--- src/rtl/mem_ctrl_pkg.sv ---
// Shared types and encodings for the byte-serial memory controller.
package mem_ctrl_pkg;

  typedef enum logic [1:0] {
    IDLE   = 2'd0,
    IF_RD  = 2'd1,
    MEM_RD = 2'd2,
    MEM_WR = 2'd3
  } state_t;

  localparam logic [1:0] LEN_B = 2'd0;
  localparam logic [1:0] LEN_H = 2'd1;
  localparam logic [1:0] LEN_W = 2'd3;

  // Encoding 2 is illegal and is folded onto a full word.
  function automatic logic [2:0] len_bytes(input logic [1:0] len);
    case (len)
      LEN_B:   return 3'd1;
      LEN_H:   return 3'd2;
      default: return 3'd4;
    endcase
  endfunction

endpackage

--- src/rtl/mem_ctrl_if.sv ---
// Pipeline request/response and RAM bus bundle for mem_ctrl.
interface mem_ctrl_if #(parameter int ADDR_W = 32);
  logic              rdy;
  logic              if_req;
  logic [ADDR_W-1:0] if_addr;
  logic              if_flush;
  logic              if_done;
  logic [31:0]       if_inst;
  logic              mem_req;
  logic              mem_we;
  logic [1:0]        mem_len;
  logic              mem_signed;
  logic [ADDR_W-1:0] mem_addr;
  logic [31:0]       mem_wdata;
  logic              mem_done;
  logic [31:0]       mem_rdata;
  logic              if_stall;
  logic              mem_stall;
  logic [7:0]        ram_din;
  logic [7:0]        ram_dout;
  logic [ADDR_W-1:0] ram_a;
  logic              ram_wr;

  modport slave (
    input  rdy, if_req, if_addr, if_flush, mem_req, mem_we, mem_len, mem_signed,
           mem_addr, mem_wdata, ram_din,
    output if_done, if_inst, mem_done, mem_rdata, if_stall, mem_stall,
           ram_dout, ram_a, ram_wr
  );

  modport master (
    output rdy, if_req, if_addr, if_flush, mem_req, mem_we, mem_len, mem_signed,
           mem_addr, mem_wdata, ram_din,
    input  if_done, if_inst, mem_done, mem_rdata, if_stall, mem_stall,
           ram_dout, ram_a, ram_wr
  );
endinterface

--- src/rtl/mem_ctrl_ld_ext.sv ---
// Byte/half/word zero or sign extension of a little-endian load result.
module ld_ext
  import mem_ctrl_pkg::*;
(
  input  logic [31:0] din,
  input  logic [1:0]  len,
  input  logic        sgn,
  output logic [31:0] dout
);

  always_comb begin
    dout = din;
    case (len)
      LEN_B:   dout = {{24{sgn & din[7]}}, din[7:0]};
      LEN_H:   dout = {{16{sgn & din[15]}}, din[15:0]};
      default: dout = din;
    endcase
  end

endmodule

--- src/rtl/mem_ctrl.sv ---
// Single-port byte-serial memory controller arbitrating IF and MEM stages.
// MEM has fixed priority; transfers are sequenced one byte per cycle.
module mem_ctrl
  import mem_ctrl_pkg::*;
#(
  parameter int ADDR_W = 32
) (
  input  logic     clk,
  input  logic     rst,
  mem_ctrl_if.slave bus
);

  state_t            state;
  logic [2:0]        cnt;
  logic [2:0]        n_q;
  logic [ADDR_W-1:0] base_q;
  logic [1:0]        len_q;
  logic              sgn_q;
  logic [31:0]       wdata_q;
  logic [31:0]       buf_q;
  logic              if_done_q;
  logic              mem_done_q;
  logic [31:0]       if_inst_q;
  logic [31:0]       mem_rdata_q;
  logic [ADDR_W-1:0] ram_a_q;
  logic [7:0]        ram_dout_q;

  logic              rd_st, rd_act, wr_act, issue;
  logic [ADDR_W-1:0] addr_cur;
  logic [7:0]        wbyte;
  logic [1:0]        bidx;
  logic [31:0]       nbuf;
  logic [31:0]       ext;
  logic              busy_done;

  assign rd_st    = (state == IF_RD) || (state == MEM_RD);
  assign rd_act   = rd_st && (cnt < n_q);
  assign wr_act   = (state == MEM_WR);
  assign issue    = bus.rdy && !rst && (rd_act || wr_act);
  assign addr_cur = base_q + ADDR_W'(cnt);
  assign wbyte    = wdata_q[{cnt[1:0], 3'b000} +: 8];
  assign bidx     = cnt[1:0] - 2'd1;

  // Byte landing this cycle belongs to the address issued at cnt-1.
  always_comb begin
    nbuf = buf_q;
    if (rd_st && cnt != 3'd0) nbuf[{bidx, 3'b000} +: 8] = bus.ram_din;
  end

  ld_ext u_ld_ext (
    .din  (nbuf),
    .len  (len_q),
    .sgn  (sgn_q),
    .dout (ext)
  );

  // While frozen, ram_a keeps the last issued address so the in-flight byte
  // is fetched again and is valid on ram_din in the resume cycle.
  assign bus.ram_a    = issue ? addr_cur : ram_a_q;
  assign bus.ram_dout = (issue && wr_act) ? wbyte : ram_dout_q;
  assign bus.ram_wr   = issue && wr_act;

  assign bus.if_done   = if_done_q & ~bus.if_flush;
  assign bus.mem_done  = mem_done_q;
  assign bus.if_inst   = if_inst_q;
  assign bus.mem_rdata = mem_rdata_q;
  assign bus.if_stall  = bus.if_req & ~bus.if_done;
  assign bus.mem_stall = bus.mem_req & ~mem_done_q;

  // Requesters still hold req during the done cycle, so no accept then.
  assign busy_done = if_done_q | mem_done_q;

  always_ff @(posedge clk) begin
    if (rst) begin
      state       <= IDLE;
      cnt         <= 3'd0;
      n_q         <= 3'd0;
      base_q      <= '0;
      len_q       <= LEN_W;
      sgn_q       <= 1'b0;
      wdata_q     <= '0;
      buf_q       <= '0;
      if_done_q   <= 1'b0;
      mem_done_q  <= 1'b0;
      if_inst_q   <= '0;
      mem_rdata_q <= '0;
      ram_a_q     <= '0;
      ram_dout_q  <= '0;
    end else if (bus.rdy) begin
      if_done_q  <= 1'b0;
      mem_done_q <= 1'b0;
      if (issue) ram_a_q <= addr_cur;
      if (issue && wr_act) ram_dout_q <= wbyte;
      case (state)
        IDLE: begin
          if (!busy_done) begin
            if (bus.mem_req) begin
              base_q  <= bus.mem_addr;
              len_q   <= bus.mem_len;
              n_q     <= len_bytes(bus.mem_len);
              sgn_q   <= bus.mem_signed;
              wdata_q <= bus.mem_wdata;
              buf_q   <= '0;
              cnt     <= 3'd0;
              state   <= bus.mem_we ? MEM_WR : MEM_RD;
            end else if (bus.if_req && !bus.if_flush) begin
              base_q <= bus.if_addr;
              n_q    <= 3'd4;
              buf_q  <= '0;
              cnt    <= 3'd0;
              state  <= IF_RD;
            end
          end
        end
        IF_RD: begin
          if (bus.if_flush) begin
            cnt   <= 3'd0;
            state <= IDLE;
          end else begin
            buf_q <= nbuf;
            if (cnt == n_q) begin
              if_done_q <= 1'b1;
              if_inst_q <= nbuf;
              cnt       <= 3'd0;
              state     <= IDLE;
            end else begin
              cnt <= cnt + 3'd1;
            end
          end
        end
        MEM_RD: begin
          buf_q <= nbuf;
          if (cnt == n_q) begin
            mem_done_q  <= 1'b1;
            mem_rdata_q <= ext;
            cnt         <= 3'd0;
            state       <= IDLE;
          end else begin
            cnt <= cnt + 3'd1;
          end
        end
        MEM_WR: begin
          if (cnt == n_q - 3'd1) begin
            mem_done_q <= 1'b1;
            cnt        <= 3'd0;
            state      <= IDLE;
          end else begin
            cnt <= cnt + 3'd1;
          end
        end
        default: state <= IDLE;
      endcase
    end
  end

endmodule

--- src/flat_wrapper.sv ---
// flat-port wrapper written by rule: the top's interface ports become plain ports
module mem_ctrl_flat import mem_ctrl_pkg::*;
#(
  parameter int ADDR_W = 32
)
  (clk, rst, bus_rdy, bus_if_req, bus_if_addr, bus_if_flush, bus_mem_req, bus_mem_we, bus_mem_len, bus_mem_signed, bus_mem_addr, bus_mem_wdata, bus_ram_din, bus_if_done, bus_if_inst, bus_mem_done, bus_mem_rdata, bus_if_stall, bus_mem_stall, bus_ram_dout, bus_ram_a, bus_ram_wr);
  mem_ctrl_if #(.ADDR_W(ADDR_W)) bus_i ();
  input  logic clk;
  input  logic rst;
  input wire logic [$bits(bus_i.rdy)-1:0] bus_rdy;
  input wire logic [$bits(bus_i.if_req)-1:0] bus_if_req;
  input wire logic [$bits(bus_i.if_addr)-1:0] bus_if_addr;
  input wire logic [$bits(bus_i.if_flush)-1:0] bus_if_flush;
  input wire logic [$bits(bus_i.mem_req)-1:0] bus_mem_req;
  input wire logic [$bits(bus_i.mem_we)-1:0] bus_mem_we;
  input wire logic [$bits(bus_i.mem_len)-1:0] bus_mem_len;
  input wire logic [$bits(bus_i.mem_signed)-1:0] bus_mem_signed;
  input wire logic [$bits(bus_i.mem_addr)-1:0] bus_mem_addr;
  input wire logic [$bits(bus_i.mem_wdata)-1:0] bus_mem_wdata;
  input wire logic [$bits(bus_i.ram_din)-1:0] bus_ram_din;
  output wire logic [$bits(bus_i.if_done)-1:0] bus_if_done;
  output wire logic [$bits(bus_i.if_inst)-1:0] bus_if_inst;
  output wire logic [$bits(bus_i.mem_done)-1:0] bus_mem_done;
  output wire logic [$bits(bus_i.mem_rdata)-1:0] bus_mem_rdata;
  output wire logic [$bits(bus_i.if_stall)-1:0] bus_if_stall;
  output wire logic [$bits(bus_i.mem_stall)-1:0] bus_mem_stall;
  output wire logic [$bits(bus_i.ram_dout)-1:0] bus_ram_dout;
  output wire logic [$bits(bus_i.ram_a)-1:0] bus_ram_a;
  output wire logic [$bits(bus_i.ram_wr)-1:0] bus_ram_wr;
  assign bus_i.rdy = bus_rdy;
  assign bus_i.if_req = bus_if_req;
  assign bus_i.if_addr = bus_if_addr;
  assign bus_i.if_flush = bus_if_flush;
  assign bus_i.mem_req = bus_mem_req;
  assign bus_i.mem_we = bus_mem_we;
  assign bus_i.mem_len = bus_mem_len;
  assign bus_i.mem_signed = bus_mem_signed;
  assign bus_i.mem_addr = bus_mem_addr;
  assign bus_i.mem_wdata = bus_mem_wdata;
  assign bus_i.ram_din = bus_ram_din;
  assign bus_if_done = bus_i.if_done;
  assign bus_if_inst = bus_i.if_inst;
  assign bus_mem_done = bus_i.mem_done;
  assign bus_mem_rdata = bus_i.mem_rdata;
  assign bus_if_stall = bus_i.if_stall;
  assign bus_mem_stall = bus_i.mem_stall;
  assign bus_ram_dout = bus_i.ram_dout;
  assign bus_ram_a = bus_i.ram_a;
  assign bus_ram_wr = bus_i.ram_wr;
  mem_ctrl #(.ADDR_W(ADDR_W)) u_core (.clk(clk), .rst(rst), .bus(bus_i));
endmodule
--- config.mk ---
export PLATFORM = sky130hd
export DESIGN_NAME = mem_ctrl_flat
export DESIGN_NICKNAME = d
export VERILOG_FILES = /design/src/rtl/mem_ctrl_pkg.sv /design/src/rtl/mem_ctrl_if.sv /design/src/rtl/mem_ctrl_ld_ext.sv /design/src/rtl/mem_ctrl.sv /design/src/flat_wrapper.sv
export SDC_FILE = /design/constraint.sdc
export NUM_CORES = 1
export LEC_CHECK = 0
export CORE_MARGIN = 1.5
export CORE_UTILIZATION = 51
export DETAILED_ROUTE_END_ITERATION = 10
export GPL_ROUTABILITY_DRIVEN = 0
export PLACE_DENSITY = 0.77
export SLEW_MARGIN = 10
export SYNTH_ARGS = -nofsm -noshare
export SYNTH_HDL_FRONTEND = slang
export SYNTH_SLANG_ARGS = --single-unit
--- constraint.sdc ---
create_clock -name clk -period 3.25 [get_ports clk]
set_input_delay 0.325 -clock clk [delete_from_list [all_inputs] [get_ports clk]]
set_output_delay 0.325 -clock clk [all_outputs]
set_load 0.02 [all_outputs]
==> results.md, run 1 <==
* First-pass GRT wire length at 43700 um
* Seq. cell area at 4270 um2
* F_max at roughly 320 MHz
* Post-route ant nets at 0
* CTS H-Tree Depth at 1
* Place WS at 0.00158 ns
* Final nets at about 1500
* 1st-iter DRT viols at 633
* YS warnings at 0
* Number of global-route vias before repair at 8721
* Mapped Nets at 1316
* Vias post-DR at about 9000
* # Max-Cap Violations at 0
* Critical path arrival at 2.84 ns
* Hold Slack at 0.273 ns
* Multi-input gate area at 5410 um2
* Most used DFF post-synth: dfxtp_1
* Drt first pass iters at 4
* Via density per instance at about 5.5
* Area grow syn2layout at 34.6%
* Initial antenna violation count at 0
* Total power at 6130 uW
* Worst-margin pin slew at around 1.0 ns
* Met1 wire length at 12100 um
* Finished Core Util at 70.7%
* Final Hold Viols at 0
* Total gr overflow at 0
* Clk root buf: clkbuf_16
* Final std cells w/o fill at 1664
* Crit path capture type: output port
* Leakage at 0.00480 uW
* Worst vdd ir at 346 uV
* Crit path cell chain: ha_2 -> inv_1 -> fa_2 -> nor2b_4 -> buf_4 -> o2111ai_4 -> buf_4 -> o31a_1 -> nor3_2 -> nor2_1 -> clkbuf_2
* Rows at 50
* Max-slew violation count at 0
* CTS tree: built
* Die X at roughly 140 um
* # IOs at 223
* FFs w/ async S/R, synth at 0%
* Post-synth EDFFs at 0
* Pwr Density at between 400 and 500 nW/um2
* CP max FO at 6
* Die height at 143 um
* Crit path buffers/inverters at 4
* CP max stage cell: fa_2
* Core Box Area at 18900 um2
* Final Cycle Share at between 90 and 100%
* Fraction of layout cells with a size suffix above 1 at 11.3%
* Uppermost layer routed: met4
* Post-Syn Area at 9930 um2
* Top Family by Delay on Critical Path: adder cells
* Worst Hold Class: input pin to flip-flop
* Max_slew headroom at 30.1%
* Worst-skew pair later-pin latency at between 0.5 and 0.6 ns
* Largest net degree at the start of global routing at about 210
* Most common cell after layout, fill and taps aside: dfxtp_1
* DRT Wirelength at 27100 um
* Clock transition at path regs at 0.06 ns
* Die area at 20300 um2
* Port bufs at 222
* Starting density of the core at between 50% and 60%
* RSZ-0062 raised after global routing: true
* Synthesized area per cell at 8.38 um2
* # placed instances at 1620
* Setup Viol. Count Final at 0
* CTS Buffer Depth at 3
* Wire per inst at 16.3 um
* Seq/Total Area, Yosys at 42.9%
* N_diodes at 0
* Most used cell, CP: buf_4
* CTS Buf Count at 22
* CP required at 2.92 ns
* Tmin final at 3.17 ns
* Cells after Synth at 1185
* Met2 WL at approximately 13000 um
* Wire length on met3 at 1890 um
* Total GRT Usage at between 20% and 30%
* Crit path kind: flip-flop to output port
* DRC errors left at 0
* Commonest cells after routing, fill and taps aside: 208 x dfxtp_1, 188 x clkdlybuf4s50_1, 167 x nor2_1
* Status: completed
* Startpoint Class: flip-flop
* Layout Skew at between 0.007 and 0.008 ns
* CP peak stage delay at ~0.37 ns
* Setup ws final at approximately 0.08 ns
* Detailed-placement wirelength estimate at ~19000 um
* Post-synthesis register bit count at 213
* Sink Count at 213
* Post-synthesis cell type count at 53
* Fillers at about 1500
==> timing repair <==
action	4_1_cts	5_1_grt
pin swaps	3	4
hold buffers	0	0
gates cloned	1	1
setup buffers	2	1
setup endpoints to repair	33	45
resized for setup	64	54
==> worst register-to-register path: cells and delay by family (launching register included) <==
family                   cells  cell delay, ns
adder cells (fa/ha/maj)      1            0.31
AO/OA/AOI/OAI                2            0.69
flip-flops                   1            0.35
AND/OR/NAND/NOR              2            0.76
buffers and inverters        4            0.83
==> state kept, by name (all words and copies together), names as in the netlist, 8 cells and up <==
| name | flops |
|---|---|
| u_core.base_q | 32 |
| u_core.buf_q | 32 |
| u_core.bus.if_inst | 32 |
| u_core.bus.mem_rdata | 32 |
| u_core.ram_a_q | 32 |
| u_core.wdata_q | 32 |
| u_core.ram_dout_q | 8 |
==> per-layer routing <==
metal  GRT usage [%]  vias up
met5               0        -
met4            6.19        0
met2            43.8      306
li1                -     4575
met3            4.68       24
met1            35.9     4286
==> cells in the mapped netlist, types with 5 or more instances <==
cell / instances / area, um2
nand2b_1: 12 / 75.1
nand4_1: 11 / 68.8
buf_2: 8 / 40.0
nor3_1: 19 / 95.1
nor2_1: 171 / 642
nor2b_1: 23 / 144
nor4_1: 12 / 75.1
and2_1: 9 / 56.3
dfxtp_1: 213 / 4260
or3_1: 16 / 100
xnor2_1: 14 / 123
mux2_2: 20 / 225
clkbuf_1: 68 / 255
nand2_1: 152 / 571
ha_1: 16 / 200
o31ai_1: 11 / 82.6
a31oi_1: 5 / 31.3
a21oi_1: 103 / 515
mux4_2: 8 / 180
xor2_1: 11 / 96.3
nand3_1: 45 / 225
o21ai_0: 9 / 45.0
a211oi_1: 91 / 683
inv_1: 17 / 63.8
o21a_1: 11 / 82.6
mux2i_1: 57 / 571
buf_1: 9 / 33.8
==> final cells by class <==
class,instances,area share (%)
Clock inverter,5,0.580
Clock buffer,34,4.91
Sequential cell,213,32.0
Multi-Input combinational cell,869,40.4
Inverter,18,0.534
Timing Repair Buffer,265,19.1
Tap cell,260,2.43
==> kinds of logic after synthesis <==
group,after synthesis,synth area share (%)
flip-flops,213,42.9
buffers and inverters,103,3.99
AND/OR/NAND/NOR,495,22.7
multiplexers,85,9.83
XOR/XNOR,26,2.44
adder cells (fa/ha/maj),17,2.22
AO/OA/AOI/OAI,246,15.9
==> stage by stage <==
step	cell area, um2	TNS, ns
finish	13400	0
global route	13400	-0.0722
CTS	13300	0
detailed placement	12500	0
global placement	12500	0
floorplan	9930	0
==> power breakdown <==
| group | leakage (uW) | switching (uW) | internal, uW |
|---|---|---|---|
| sequential | 0.00173 | 83.3 | 2710 |
| combinational | 0.00271 | 426 | 355 |
| clock | 0.000357 | 1010 | 1550 |
| total | 0.00480 | 1520 | 4610 |
==> worst paths after layout <==
kind / slack (ns) / endpoint / depth (start not counted) / start
max: 0.08 / bus_ram_a[16] / 11 / u_core.cnt[0]
min reg2reg: 0.45 / u_core.buf_q[8] / 2 / u_core.buf_q[8]
min: 0.27 / u_core.state[1] / 3 / bus_mem_req
max reg2reg: 0.26 / u_core.bus.mem_rdata[12] / 9 / u_core.state[0]
No activity file was read; power rests on OpenSTA's default activity.
==> inputs of run 2 (changes only) <==
--- a/config.mk
+++ b/config.mk
@@ -10,6 +10,7 @@
 export DETAILED_ROUTE_END_ITERATION = 10
 export GPL_ROUTABILITY_DRIVEN = 0
 export PLACE_DENSITY = 0.77
+export RECOVER_POWER = 100
 export SLEW_MARGIN = 10
 export SYNTH_ARGS = -nofsm -noshare
 export SYNTH_HDL_FRONTEND = slang
==> results of run 2 <==
The final DEF is identical to that of run 1; final timing and power are the same.
